### config.mk
export PLATFORM = sky130hd
export DESIGN_NAME = mm_tile_loader_flat
export DESIGN_NICKNAME = d
export VERILOG_FILES = /design/src/rtl/mm_tile_loader_if.sv /design/src/rtl/mm_tile_loader.sv /design/src/flat_wrapper.sv
export SDC_FILE = /design/constraint.sdc
export NUM_CORES = 1
export LEC_CHECK = 0
export ABC_AREA = 1
export BUFFER_PORTS_ARGS = -buffer_cell sky130_fd_sc_hd__buf_4
export CAP_MARGIN = 20
export CORE_ASPECT_RATIO = 1.4
export CORE_MARGIN = 10
export CORE_UTILIZATION = 55
export DETAILED_ROUTE_END_ITERATION = 12
export PLACE_DENSITY_LB_ADDON = 0.08
export SLEW_MARGIN = 0
export SYNTH_ARGS = -nofsm -noshare
export SYNTH_HDL_FRONTEND = slang
export SYNTH_SLANG_ARGS = --single-unit
### constraint.sdc
create_clock -name clk -period 4.9 [get_ports clk]
set_clock_uncertainty 0.2 [all_clocks]
set_input_delay 0.49 -clock clk [delete_from_list [all_inputs] [get_ports clk]]
set_output_delay 0.49 -clock clk [all_outputs]
set_load 0.005 [all_outputs]
### src/rtl/mm_tile_loader_if.sv
// Bundle of every non-clock signal of the tile loader: the host command
// channel, the two word streams, the multiplier RAM/control side and the
// status pulses. The loader takes the slave view; the host/multiplier
// environment takes the master view.
//
// Handshake rule for cmd, a and b: a transfer happens on a rising clk edge
// exactly when valid and ready are both high in the cycle before that edge.
// Ready is a function of the loader's registered state only; it never looks
// at valid. Valid is not required to stay high until accepted, but data
// must be stable in any cycle where valid is high.
interface mm_tile_loader_if #(
  parameter int WIDTH  = 32,
  parameter int ADDR_W = 7
);
  // Host command channel
  logic              cmd_valid;
  logic              cmd_ready;
  logic [ADDR_W-1:0] cmd_len_a;
  logic [ADDR_W-1:0] cmd_len_b;

  // Input-matrix stream (RAM port A)
  logic              a_valid;
  logic              a_ready;
  logic [WIDTH-1:0]  a_data;

  // Weight stream (RAM port B)
  logic              b_valid;
  logic              b_ready;
  logic [WIDTH-1:0]  b_data;

  // Multiplier side
  logic              mm_w_a;
  logic              mm_w_b;
  logic [WIDTH-1:0]  mm_data_a;
  logic [WIDTH-1:0]  mm_data_b;
  logic [ADDR_W-1:0] mm_addr_a;
  logic [ADDR_W-1:0] mm_addr_b;
  logic              mm_start;
  logic              mm_done;

  // Status to the host sequencer
  logic              busy;
  logic              tile_done;
  logic              cmd_err;
  logic              tile_err;

  // Current FSM state, for observation only
  logic [2:0]        state_dbg;

  modport master (
    output cmd_valid, cmd_len_a, cmd_len_b,
    output a_valid, a_data, b_valid, b_data,
    output mm_done,
    input  cmd_ready, a_ready, b_ready,
    input  mm_w_a, mm_w_b, mm_data_a, mm_data_b, mm_addr_a, mm_addr_b, mm_start,
    input  busy, tile_done, cmd_err, tile_err, state_dbg
  );

  modport slave (
    input  cmd_valid, cmd_len_a, cmd_len_b,
    input  a_valid, a_data, b_valid, b_data,
    input  mm_done,
    output cmd_ready, a_ready, b_ready,
    output mm_w_a, mm_w_b, mm_data_a, mm_data_b, mm_addr_a, mm_addr_b, mm_start,
    output busy, tile_done, cmd_err, tile_err, state_dbg
  );
endinterface

### src/rtl/mm_tile_loader.sv
// Tile loader feeding the matrix multiplier. Takes a command with two
// stream lengths, writes the A stream to RAM port A and the B stream to RAM
// port B at consecutive addresses from 0, then pulses the multiplier start
// and waits for a rising edge of its Done, reporting success, a rejected
// command, or a Done timeout with one-cycle pulses.
module mm_tile_loader #(
  parameter int WIDTH   = 32,
  parameter int HEIGHT  = 48,
  parameter int ADDR_W  = $clog2(HEIGHT) + 1,
  parameter int TIMEOUT = 4096
) (
  input  logic            clk,
  input  logic            rst,
  mm_tile_loader_if.slave bus
);

  localparam int                TMR_W    = $clog2(TIMEOUT + 1);
  localparam logic [ADDR_W-1:0] MAX_LEN  = ADDR_W'(HEIGHT);
  localparam logic [TMR_W-1:0]  TMR_LAST = TMR_W'(TIMEOUT - 1);

  typedef enum logic [2:0] {
    S_IDLE  = 3'd0,
    S_LOAD  = 3'd1,
    S_FLUSH = 3'd2,
    S_START = 3'd3,
    S_WAIT  = 3'd4,
    S_DONE  = 3'd5
  } state_t;

  state_t            state_q;
  logic [ADDR_W-1:0] len_a_q;
  logic [ADDR_W-1:0] len_b_q;
  logic [ADDR_W-1:0] cnt_a_q;
  logic [ADDR_W-1:0] cnt_b_q;
  logic              w_a_q;
  logic              w_b_q;
  logic [WIDTH-1:0]  data_a_q;
  logic [WIDTH-1:0]  data_b_q;
  logic [ADDR_W-1:0] addr_a_q;
  logic [ADDR_W-1:0] addr_b_q;
  logic              start_q;
  logic              tile_done_q;
  logic              cmd_err_q;
  logic              tile_err_q;
  logic              done_prev_q;
  logic [TMR_W-1:0]  timer_q;

  logic              a_rdy;
  logic              b_rdy;
  logic              hs_a;
  logic              hs_b;
  logic [ADDR_W-1:0] cnt_a_d;
  logic [ADDR_W-1:0] cnt_b_d;
  logic              cmd_fire;
  logic              cmd_bad;
  logic              done_rise;
  logic              load_last;

  // Handshake decode, counter next values and command legality check.
  always_comb begin
    a_rdy     = (state_q == S_LOAD) && (cnt_a_q < len_a_q);
    b_rdy     = (state_q == S_LOAD) && (cnt_b_q < len_b_q);
    hs_a      = a_rdy && bus.a_valid;
    hs_b      = b_rdy && bus.b_valid;
    cnt_a_d   = hs_a ? (cnt_a_q + ADDR_W'(1)) : cnt_a_q;
    cnt_b_d   = hs_b ? (cnt_b_q + ADDR_W'(1)) : cnt_b_q;
    load_last = (cnt_a_d == len_a_q) && (cnt_b_d == len_b_q);
    cmd_fire  = (state_q == S_IDLE) && bus.cmd_valid;
    cmd_bad   = (bus.cmd_len_a == '0) || (bus.cmd_len_b == '0) ||
                (bus.cmd_len_a > MAX_LEN) || (bus.cmd_len_b > MAX_LEN);
    // Only a fresh 0->1 transition counts, so a Done left high by the
    // previous tile cannot complete this one.
    done_rise = bus.mm_done && !done_prev_q;
  end

  // Control FSM plus the registered RAM write path and status pulses.
  always_ff @(posedge clk) begin
    if (rst) begin
      state_q     <= S_IDLE;
      len_a_q     <= '0;
      len_b_q     <= '0;
      cnt_a_q     <= '0;
      cnt_b_q     <= '0;
      w_a_q       <= 1'b0;
      w_b_q       <= 1'b0;
      data_a_q    <= '0;
      data_b_q    <= '0;
      addr_a_q    <= '0;
      addr_b_q    <= '0;
      start_q     <= 1'b0;
      tile_done_q <= 1'b0;
      cmd_err_q   <= 1'b0;
      tile_err_q  <= 1'b0;
      done_prev_q <= 1'b0;
      timer_q     <= '0;
    end else begin
      // Pulses default low; each is raised for a single cycle below.
      start_q     <= 1'b0;
      tile_done_q <= 1'b0;
      cmd_err_q   <= 1'b0;
      tile_err_q  <= 1'b0;
      done_prev_q <= bus.mm_done;

      // A beat accepted this cycle becomes a RAM write next cycle at the
      // pre-increment address. Ready is only ever high in LOAD, so no write
      // strobe can appear from START onwards.
      w_a_q <= hs_a;
      w_b_q <= hs_b;
      if (hs_a) begin
        data_a_q <= bus.a_data;
        addr_a_q <= cnt_a_q;
      end
      if (hs_b) begin
        data_b_q <= bus.b_data;
        addr_b_q <= cnt_b_q;
      end
      cnt_a_q <= cnt_a_d;
      cnt_b_q <= cnt_b_d;

      case (state_q)
        S_IDLE: begin
          if (cmd_fire) begin
            if (cmd_bad) begin
              cmd_err_q <= 1'b1;
            end else begin
              len_a_q <= bus.cmd_len_a;
              len_b_q <= bus.cmd_len_b;
              cnt_a_q <= '0;
              cnt_b_q <= '0;
              state_q <= S_LOAD;
            end
          end
        end
        S_LOAD: begin
          // Leave on the edge of the final handshake of the slower stream.
          if (load_last) begin
            state_q <= S_FLUSH;
          end
        end
        S_FLUSH: begin
          // The last write strobe is visible during this cycle.
          start_q <= 1'b1;
          state_q <= S_START;
        end
        S_START: begin
          timer_q <= '0;
          state_q <= S_WAIT;
        end
        S_WAIT: begin
          // A rising Done in the same cycle as the timeout still succeeds.
          if (done_rise) begin
            tile_done_q <= 1'b1;
            state_q     <= S_DONE;
          end else if (timer_q == TMR_LAST) begin
            tile_err_q <= 1'b1;
            state_q    <= S_IDLE;
          end else begin
            timer_q <= timer_q + TMR_W'(1);
          end
        end
        S_DONE: begin
          state_q <= S_IDLE;
        end
        default: begin
          state_q <= S_IDLE;
        end
      endcase
    end
  end

  assign bus.cmd_ready = (state_q == S_IDLE);
  assign bus.busy      = (state_q != S_IDLE);
  assign bus.a_ready   = a_rdy;
  assign bus.b_ready   = b_rdy;
  assign bus.mm_w_a    = w_a_q;
  assign bus.mm_w_b    = w_b_q;
  assign bus.mm_data_a = data_a_q;
  assign bus.mm_data_b = data_b_q;
  assign bus.mm_addr_a = addr_a_q;
  assign bus.mm_addr_b = addr_b_q;
  assign bus.mm_start  = start_q;
  assign bus.tile_done = tile_done_q;
  assign bus.cmd_err   = cmd_err_q;
  assign bus.tile_err  = tile_err_q;
  assign bus.state_dbg = state_q;

endmodule

### src/flat_wrapper.sv
// flat-port wrapper written by rule: the top's interface ports become plain ports
module mm_tile_loader_flat 
#(
  parameter int WIDTH   = 32,
  parameter int HEIGHT  = 48,
  parameter int ADDR_W  = $clog2(HEIGHT) + 1,
  parameter int TIMEOUT = 4096
)
  (clk, rst, bus_cmd_valid, bus_cmd_len_a, bus_cmd_len_b, bus_a_valid, bus_a_data, bus_b_valid, bus_b_data, bus_mm_done, bus_cmd_ready, bus_a_ready, bus_b_ready, bus_mm_w_a, bus_mm_w_b, bus_mm_data_a, bus_mm_data_b, bus_mm_addr_a, bus_mm_addr_b, bus_mm_start, bus_busy, bus_tile_done, bus_cmd_err, bus_tile_err, bus_state_dbg);
  mm_tile_loader_if #(.WIDTH(WIDTH), .ADDR_W(ADDR_W)) bus_i ();
  input  logic clk;
  input  logic rst;
  input wire logic [$bits(bus_i.cmd_valid)-1:0] bus_cmd_valid;
  input wire logic [$bits(bus_i.cmd_len_a)-1:0] bus_cmd_len_a;
  input wire logic [$bits(bus_i.cmd_len_b)-1:0] bus_cmd_len_b;
  input wire logic [$bits(bus_i.a_valid)-1:0] bus_a_valid;
  input wire logic [$bits(bus_i.a_data)-1:0] bus_a_data;
  input wire logic [$bits(bus_i.b_valid)-1:0] bus_b_valid;
  input wire logic [$bits(bus_i.b_data)-1:0] bus_b_data;
  input wire logic [$bits(bus_i.mm_done)-1:0] bus_mm_done;
  output wire logic [$bits(bus_i.cmd_ready)-1:0] bus_cmd_ready;
  output wire logic [$bits(bus_i.a_ready)-1:0] bus_a_ready;
  output wire logic [$bits(bus_i.b_ready)-1:0] bus_b_ready;
  output wire logic [$bits(bus_i.mm_w_a)-1:0] bus_mm_w_a;
  output wire logic [$bits(bus_i.mm_w_b)-1:0] bus_mm_w_b;
  output wire logic [$bits(bus_i.mm_data_a)-1:0] bus_mm_data_a;
  output wire logic [$bits(bus_i.mm_data_b)-1:0] bus_mm_data_b;
  output wire logic [$bits(bus_i.mm_addr_a)-1:0] bus_mm_addr_a;
  output wire logic [$bits(bus_i.mm_addr_b)-1:0] bus_mm_addr_b;
  output wire logic [$bits(bus_i.mm_start)-1:0] bus_mm_start;
  output wire logic [$bits(bus_i.busy)-1:0] bus_busy;
  output wire logic [$bits(bus_i.tile_done)-1:0] bus_tile_done;
  output wire logic [$bits(bus_i.cmd_err)-1:0] bus_cmd_err;
  output wire logic [$bits(bus_i.tile_err)-1:0] bus_tile_err;
  output wire logic [$bits(bus_i.state_dbg)-1:0] bus_state_dbg;
  assign bus_i.cmd_valid = bus_cmd_valid;
  assign bus_i.cmd_len_a = bus_cmd_len_a;
  assign bus_i.cmd_len_b = bus_cmd_len_b;
  assign bus_i.a_valid = bus_a_valid;
  assign bus_i.a_data = bus_a_data;
  assign bus_i.b_valid = bus_b_valid;
  assign bus_i.b_data = bus_b_data;
  assign bus_i.mm_done = bus_mm_done;
  assign bus_cmd_ready = bus_i.cmd_ready;
  assign bus_a_ready = bus_i.a_ready;
  assign bus_b_ready = bus_i.b_ready;
  assign bus_mm_w_a = bus_i.mm_w_a;
  assign bus_mm_w_b = bus_i.mm_w_b;
  assign bus_mm_data_a = bus_i.mm_data_a;
  assign bus_mm_data_b = bus_i.mm_data_b;
  assign bus_mm_addr_a = bus_i.mm_addr_a;
  assign bus_mm_addr_b = bus_i.mm_addr_b;
  assign bus_mm_start = bus_i.mm_start;
  assign bus_busy = bus_i.busy;
  assign bus_tile_done = bus_i.tile_done;
  assign bus_cmd_err = bus_i.cmd_err;
  assign bus_tile_err = bus_i.tile_err;
  assign bus_state_dbg = bus_i.state_dbg;
  mm_tile_loader #(.WIDTH(WIDTH), .HEIGHT(HEIGHT), .ADDR_W(ADDR_W), .TIMEOUT(TIMEOUT)) u_core (.clk(clk), .rst(rst), .bus(bus_i));
endmodule
-- Word-level counts from Yosys, hierarchy flattened
Cells that the tools add are included.
- bits in registers: 129
- memory bits (writable): 0
- word-level logic and storage cells: 84
- bits in latches: 0
- memory bits (read-only): 0
- memories kept: 0
- bits of input ports: 84
- $mul: 0
- div/mod/pow operators: 0
- eq/ne operators: 13
- $lt $le $gt $ge: 4
- add/sub/neg operators: 3
- bitwise gates (word level): 4
- muxes and demuxes: 21
- reduce and logical (&&, ||, !) cells: 22
- shift-type cells: 0
- operator list (operator ; count):
    $mux 7 ; 8
    $mux 13 ; 2
    $pmux 13 s2 ; 1
    $mux 3 ; 5
    $pmux 3 s5 ; 1
    $add 7x1->7 const B ; 2
    $eq 7x7->1 ; 2
    $gt 7x6->1 const B ; 2
    $logic_not 7->1 ; 2
    $lt 7x7->1 ; 2
    $add 13x1->13 const B ; 1
    $eq 13x12->1 const B ; 1
    $logic_and 1x1->1 ; 7
    $eq 3x2->1 const B ; 2
    $ne 2x2->1 const B ; 3
    $reduce_and 3->1 ; 2
    $reduce_or 3->1 ; 2
    $mux 1 ; 4
    $ne 2x1->1 const B ; 2
    $not 1->1 ; 4
    $reduce_and 4->1 ; 1
    $eq 3x1->1 const B ; 1
    $eq 3x3->1 const B ; 1
    $logic_not 3->1 ; 1
    6 further kinds ; 8

-- Longest topological paths before layout
- depth in word-level cells: 8
- depth in mapped cells: 18
- mapped depth without buffers: 18

-- Worst setup path before layout
OpenSTA, ideal clock, no wires.
- kind: reg2reg
- start: register u_core.cnt_b_q[2]
- end: register u_core.state_q[1], in the netlist u_core.bus.state_dbg[1]
- setup time: 115 ps
- data arrival time: 1931 ps
- slack: 2654 ps
- clock period less this slack: 2246 ps
- stages on the path, launching flop included: 14
- data required time: 4585 ps
- buffers on the path: 0
- cells stage by stage: dfxtp_1 ha_1 a21oi_1 nand2_1 nand2_1 nand2_2 nor2_4 nand2_1 o21ai_1 xor2_1 nor2_1 nand3_1 nand2_1 o21a_1
- cells in the longest elaborated chain, start to end: 8
- RTL lines (what ; line ; source):
    start, declared ; mm_tile_loader.sv:34 ; logic [ADDR_W-1:0] cnt_b_q;
    start signal, assigned ; mm_tile_loader.sv:118 ; cnt_b_q <= cnt_b_d;
    $lt 7x7->1 ; mm_tile_loader.sv:62 ; b_rdy = (state_q == S_LOAD) && (cnt_b_q < len_b_q);
    $logic_and 1x1->1 ; mm_tile_loader.sv:62 ;
    $logic_and 1x1->1 ; mm_tile_loader.sv:64 ; hs_b = b_rdy && bus.b_valid;
    $mux 7 * ; mm_tile_loader.sv:66 ; cnt_b_d = hs_b ? (cnt_b_q + ADDR_W'(1)) : cnt_b_q;
    $eq 7x7->1 * ; mm_tile_loader.sv:67 ; load_last = (cnt_a_d == len_a_q) && (cnt_b_d == len_b_q);
    $logic_and 1x1->1 * ; mm_tile_loader.sv:67 ;
    $ne 2x1->1 (no line) * ; n/a ;
    $reduce_and 4->1 (no line) * ; n/a ;
    end signal, assigned ; mm_tile_loader.sv:79 ; state_q <= S_IDLE;
    end signal, assigned ; mm_tile_loader.sv:130 ; state_q <= S_LOAD;
    end signal, assigned ; mm_tile_loader.sv:137 ; state_q <= S_FLUSH;
    end, declared ; mm_tile_loader.sv:30 ; state_t state_q;
Every way passes the cells marked *; elsewhere a longest branch is shown, timed or not.
A chain may end at the register's enable or synchronous reset.

-- Worst setup path after layout
- start: register u_core.cnt_a_q[2]
- end: register u_core.state_q[0], in the netlist u_core.bus.state_dbg[0]
- cells in the longest elaborated chain, start to end: 8
- RTL lines (what ; line ; source):
    start, declared ; mm_tile_loader.sv:33 ; logic [ADDR_W-1:0] cnt_a_q;
    start signal, assigned ; mm_tile_loader.sv:117 ; cnt_a_q <= cnt_a_d;
    $lt 7x7->1 ; mm_tile_loader.sv:61 ; a_rdy = (state_q == S_LOAD) && (cnt_a_q < len_a_q);
    $logic_and 1x1->1 ; mm_tile_loader.sv:61 ;
    $logic_and 1x1->1 ; mm_tile_loader.sv:63 ; hs_a = a_rdy && bus.a_valid;
    $mux 7 * ; mm_tile_loader.sv:65 ; cnt_a_d = hs_a ? (cnt_a_q + ADDR_W'(1)) : cnt_a_q;
    $eq 7x7->1 * ; mm_tile_loader.sv:67 ;
    $logic_and 1x1->1 * ; mm_tile_loader.sv:67 ;
    $ne 2x1->1 (no line) * ; n/a ;
    $reduce_and 4->1 (no line) * ; n/a ;
Marks and branches as above.

==> results <==
- The run finished with clean final reports.
- The multi-input combinational cell area is between 2000 and 3000 sq um.
- Counting flops and latches in the post-synthesis netlist gives about 130.
- The highest metal layer with signal wires is met4.
- After clock tree synthesis, the setup repair step added 0 buffers.
- In this run the core area contains 43 standard-cell rows.
- Prior to clock tree synthesis, the placed netlist has a worst setup slack of between 1 and 1.5 ns.
- The final weighted congestion in routability-driven placement is between 0.9 and 1.
- The number of instances resized during post-cts repair is 0.
- Counting instances, the worst hold path has a depth of 3.
- The insertion delay of the later-clocked pin in the worst-skew pair is slightly above 0.4 ns.
- The amount of wire on met2 after detailed routing is 8.52 mm.
- The number of endpoints failing setup at the final stage is 0.
- The final-report hold violation count came to 0.
- The number of standard cells in the final layout excluding fillers is approximately 1100.
- The combined area of all synthesized cells is around 5500 sq um.
- The critical path data required time is 5.00 ns.
- Setup repair after global routing left no endpoint under its margin.
- The library cells used most frequently in the layout, excluding fill and tap cells, are 241 x sky130_fd_sc_hd__nand2_1, 174 x sky130_fd_sc_hd__buf_4, 129 x sky130_fd_sc_hd__dfxtp_1.
- Wires add up to 16.1 mm.
- The initial antenna violation count is 0.
- In this run the tightest slew margin relative to its limit is just under 40%.
- In this run, synthesis inferred 0 flip-flops with an integrated enable.
- In the finished design, the share of the clock period the worst path needs comes to a little over two thirds.
- 0 antenna diodes ended up in the layout.
- Among all stages on the critical path, the largest delay is contributed by sky130_fd_sc_hd__inv_2.
- The clock sink total is roughly 130.
- The H-tree generated during clock tree synthesis spans 4 levels.
- The start-to-end type of the worst setup path is register to register.
- Fill cells in the final layout number 810.
- The area of all sequential standard cells is around 2600 sq um.
- The tree is rooted in a sky130_fd_sc_hd__clkbuf_16.
- The post-synthesis average cell area is just over 7 sq um.
- For this run, design rule violations remaining after detail routing come to 0.
- The fraction of the mapped netlist area in simple logic gates is between 20 and 30%.
- The worst path needs approximately 3.5 ns of the cycle, external delays included.
- The number of nets in the final layout is 1020.
- The worst stage delay on the critical path is 0.70 ns.
- The first TritonRoute pass finished after 4 iterations.
- The summed negative setup slack over all endpoints is 0 ns.
- The share of final-layout standard cells stronger than drive strength 1 is a little under a quarter.
- The main combinational cell family by area after synthesis is simple AND/OR/NAND/NOR gates.
- The largest fanout on the critical path is 45.
- The via count of the first global-routing pass is around 5500.
- The via count normalized by instance count is a little over 5.
- The kind of end point of the critical path is a register.
- Input and output buffers added on the ports amount to 174.
- For this run, the leading register cell type out of synthesis is sky130_fd_sc_hd__dfxtp_1.
- Compared with the post-synthesis result, the final layout area differs by 34.8%.
- The CTS tree is yes.
- The finished cells cover between 7000 and 8000 sq um.
- Across all setup checks in the final design, the least slack found is 1.43 ns.
- The synthesized-area fraction occupied by ao, oa, aoi and oai cells is ~14%.
- The fraction of synthesized cell area in xor and xnor cells is between 1 and 1.5%.
- The worst setup path startpoint is u_core.cnt_a_q[2].
- After clock tree synthesis, the clock-pin slew on the worst setup and hold paths is approximately 0.060 ns.
- The violation count after the first detailed-routing iteration is about 270.
- The number of buffers created by CTS is 17.
- The clock tree buffer depth is 2.
- The transition at the pin with the smallest max-transition slack is approximately 0.91 ns.
- Across all layers, the routed design uses 5517 vias.
- The total I/O pin count is roughly 180.
- The async set-reset flop share out of synthesis is 0%.
- The global-route wire length before repair is approximately 26 mm.
- Global routing consumed, over all layers together, a little over a fifth of the routing resources.
- The end of the worst register-to-register path is u_core.bus.state_dbg[0].
- Counting tap cells, the placed design contains a total of around 1000 instances.
- The synthesized netlist contains 30 unique library cells.
- The static leakage is ~0.0032 uW.
- Of the synthesized area, sequential elements account for between 40% and 50%.
- The Yosys step of the flow raised 0 warnings.
- The net count of the mapped netlist is between 800 and 900.
- The endpoint of the worst hold-timing path is u_core.done_prev_q.
- The max-slew violation total from the final report was 0.
- The total overflow left after global routing is 0.
- In this run the remaining antenna-violating nets after routing total 0.
- The share of synthesized cell area in full adder, half adder and majority cells is ~3.4%.
- For this block, wires on met1 add up to around 5.8 mm.
- The startpoint of the tightest hold check path is bus_mm_done.
- Traced cell by cell, the critical path runs through ha_1 > a21oi_1 > nand2_1 > nand2_1 > nand3_4 > inv_2 > nand2_1 > nand2_1 > nand2_1 > nand2_1 > nand3_1 > nor2_1 > nand3_1 > nand2_1 > a21oi_1.
- STA puts the critical path data arrival time at around 3.6 ns.
- Measured along the y axis, the die boundary spans between 100 and 150 um.
- The routed wirelength normalized by instance count is between 15 and 20 um.
- The worst setup path is launched from a register.
- The overall die width is approximately 100 um.
- The total power of the final layout is ~2900 uW.
- In this run, post-CTS hold repair placed 0 buffers.
- The cell depth of the worst flop-to-flop path is 15.
- After technology mapping, the gate count stands at 760.
- Power spread over the standard cell area amounts to roughly 390 nW/um^2.
- Across the VDD grid, the largest voltage drop is ~0.24 mV.
- For this run, the top clock speed supported by timing is 288 MHz.
- Across the run, the number of max-cap violations was 0.
- The area enclosed by the die boundary is around 14000 sq um.
- The library cell used most frequently in the layout, excluding fill and tap cells, is sky130_fd_sc_hd__nand2_1.
- The starting utilization of the core area is between 50% and 60%.
- The startpoint of the lowest-slack register-to-register path is u_core.cnt_a_q[2].
- The wire-length estimate of the detail-placed layout is 11.8 mm.
- The tightest min-delay check is of the input port to register type.
- By instance count, the cell type seen most on the critical path is sky130_fd_sc_hd__nand2_1.
- The length of routed met3 wiring is ~1.1 mm.
- The worst register-to-register path has a setup slack of between 1 and 1.5 ns.
- In this run the cell area measured after placement is 6850 sq um.
- Entering global routing, the biggest net connects roughly 80 pins.
- The core region is 9850 sq um.
- Of the post-synthesis cell area, the part taken by muxes is 0%.
==> per-stage QoR <==
stage,hold slack (ns),utilization [%]
2_1_floorplan,0.241,-
3_3_place_gp,0.247,69.6
3_5_place_dp,0.253,69.6
4_1_cts,0.100,75.4
5_1_grt,0.117,75.4
6_report,0.102,75.4
==> synthesized netlist by cell type, types with 3 or more instances <==
cell type	count	share of area (%)
sky130_fd_sc_hd__a21oi_1	111	10
sky130_fd_sc_hd__clkbuf_1	30	2.0
sky130_fd_sc_hd__dfxtp_1	129	47
sky130_fd_sc_hd__ha_1	15	3.4
sky130_fd_sc_hd__inv_1	57	3.9
sky130_fd_sc_hd__nand2_1	241	16
sky130_fd_sc_hd__nand2_2	4	0.45
sky130_fd_sc_hd__nand3_1	26	2.4
sky130_fd_sc_hd__nand4_1	16	1.8
sky130_fd_sc_hd__nor2_1	61	4.2
sky130_fd_sc_hd__nor2_4	3	0.61
sky130_fd_sc_hd__nor3_1	8	0.73
sky130_fd_sc_hd__o21ai_0	29	2.6
sky130_fd_sc_hd__o21ai_1	4	0.36
sky130_fd_sc_hd__xor2_1	6	0.95
==> worst max path at each step <==
stage	slack, ns	to	depth (start not counted)
3_5_place_dp	1.47	u_core.bus.state_dbg[0]	15
6_report	1.43	u_core.bus.state_dbg[0]	15
5_1_grt	1.02	u_core.bus.state_dbg[1]	15
3_3_place_gp	1.62	u_core.bus.state_dbg[0]	17
2_1_floorplan	2.65	u_core.bus.state_dbg[1]	13
4_1_cts	1.46	u_core.bus.state_dbg[1]	15
==> worst max-delay path, delay by kind of cell, from the launching register on <==
family,cells,cell delay (ns)
AND/OR/NAND/NOR,11,1.45
buffers and inverters,1,0.70
flip-flops,1,0.49
adder cells (fa/ha/maj),1,0.31
AO/OA/AOI/OAI,2,0.19
==> registers in the layout (all words and copies together) (netlist names) <==
name and flops:
u_core.bus.cmd_err 1, u_core.bus.mm_addr_a 7, u_core.bus.mm_addr_b 7, u_core.bus.mm_data_a 32, u_core.bus.mm_data_b 32, u_core.bus.mm_start 1
u_core.bus.mm_w_a 1, u_core.bus.mm_w_b 1, u_core.bus.state_dbg 3, u_core.bus.tile_done 1, u_core.bus.tile_err 1, u_core.cnt_a_q 7
u_core.cnt_b_q 7, u_core.done_prev_q 1, u_core.len_a_q 7, u_core.len_b_q 7, u_core.timer_q 13
==> per-layer routing <==
metal | vias to the layer above | track usage [%]
li1 | 2777 | -
met1 | 2504 | 21.1
met2 | 191 | 39.2
met3 | 45 | 6.84
met4 | 0 | 11.3
met5 | - | 0
==> power breakdown <==
part | switching [uW] | internal [uW]
Combinational | 303 | 211
Sequential | 44.6 | 1110
Clock | 443 | 769
==> cells by family (layout without fill, tap and decap cells) <==
logic type                 after synthesis  in the layout
and+or+nand+nor                        370            370
AOI/OAI and AO/OA                      148            148
DFF                                    129            129
buffers and inverters                   91            264
adders and majority gates               15             15
xor gates and xnor gates                 7              7
==> layout make-up <==
cell class / instances / area share [%]
inverter: 59 / 2.98
clock inverter: 10 / 1.50
multi-input combinational: 540 / 34.6
tap: 135 / 2.28
timing repair buffer: 174 / 17.6
sequential: 129 / 34.8
clock buffer: 21 / 6.20
Power figures use the tool's default switching activity.
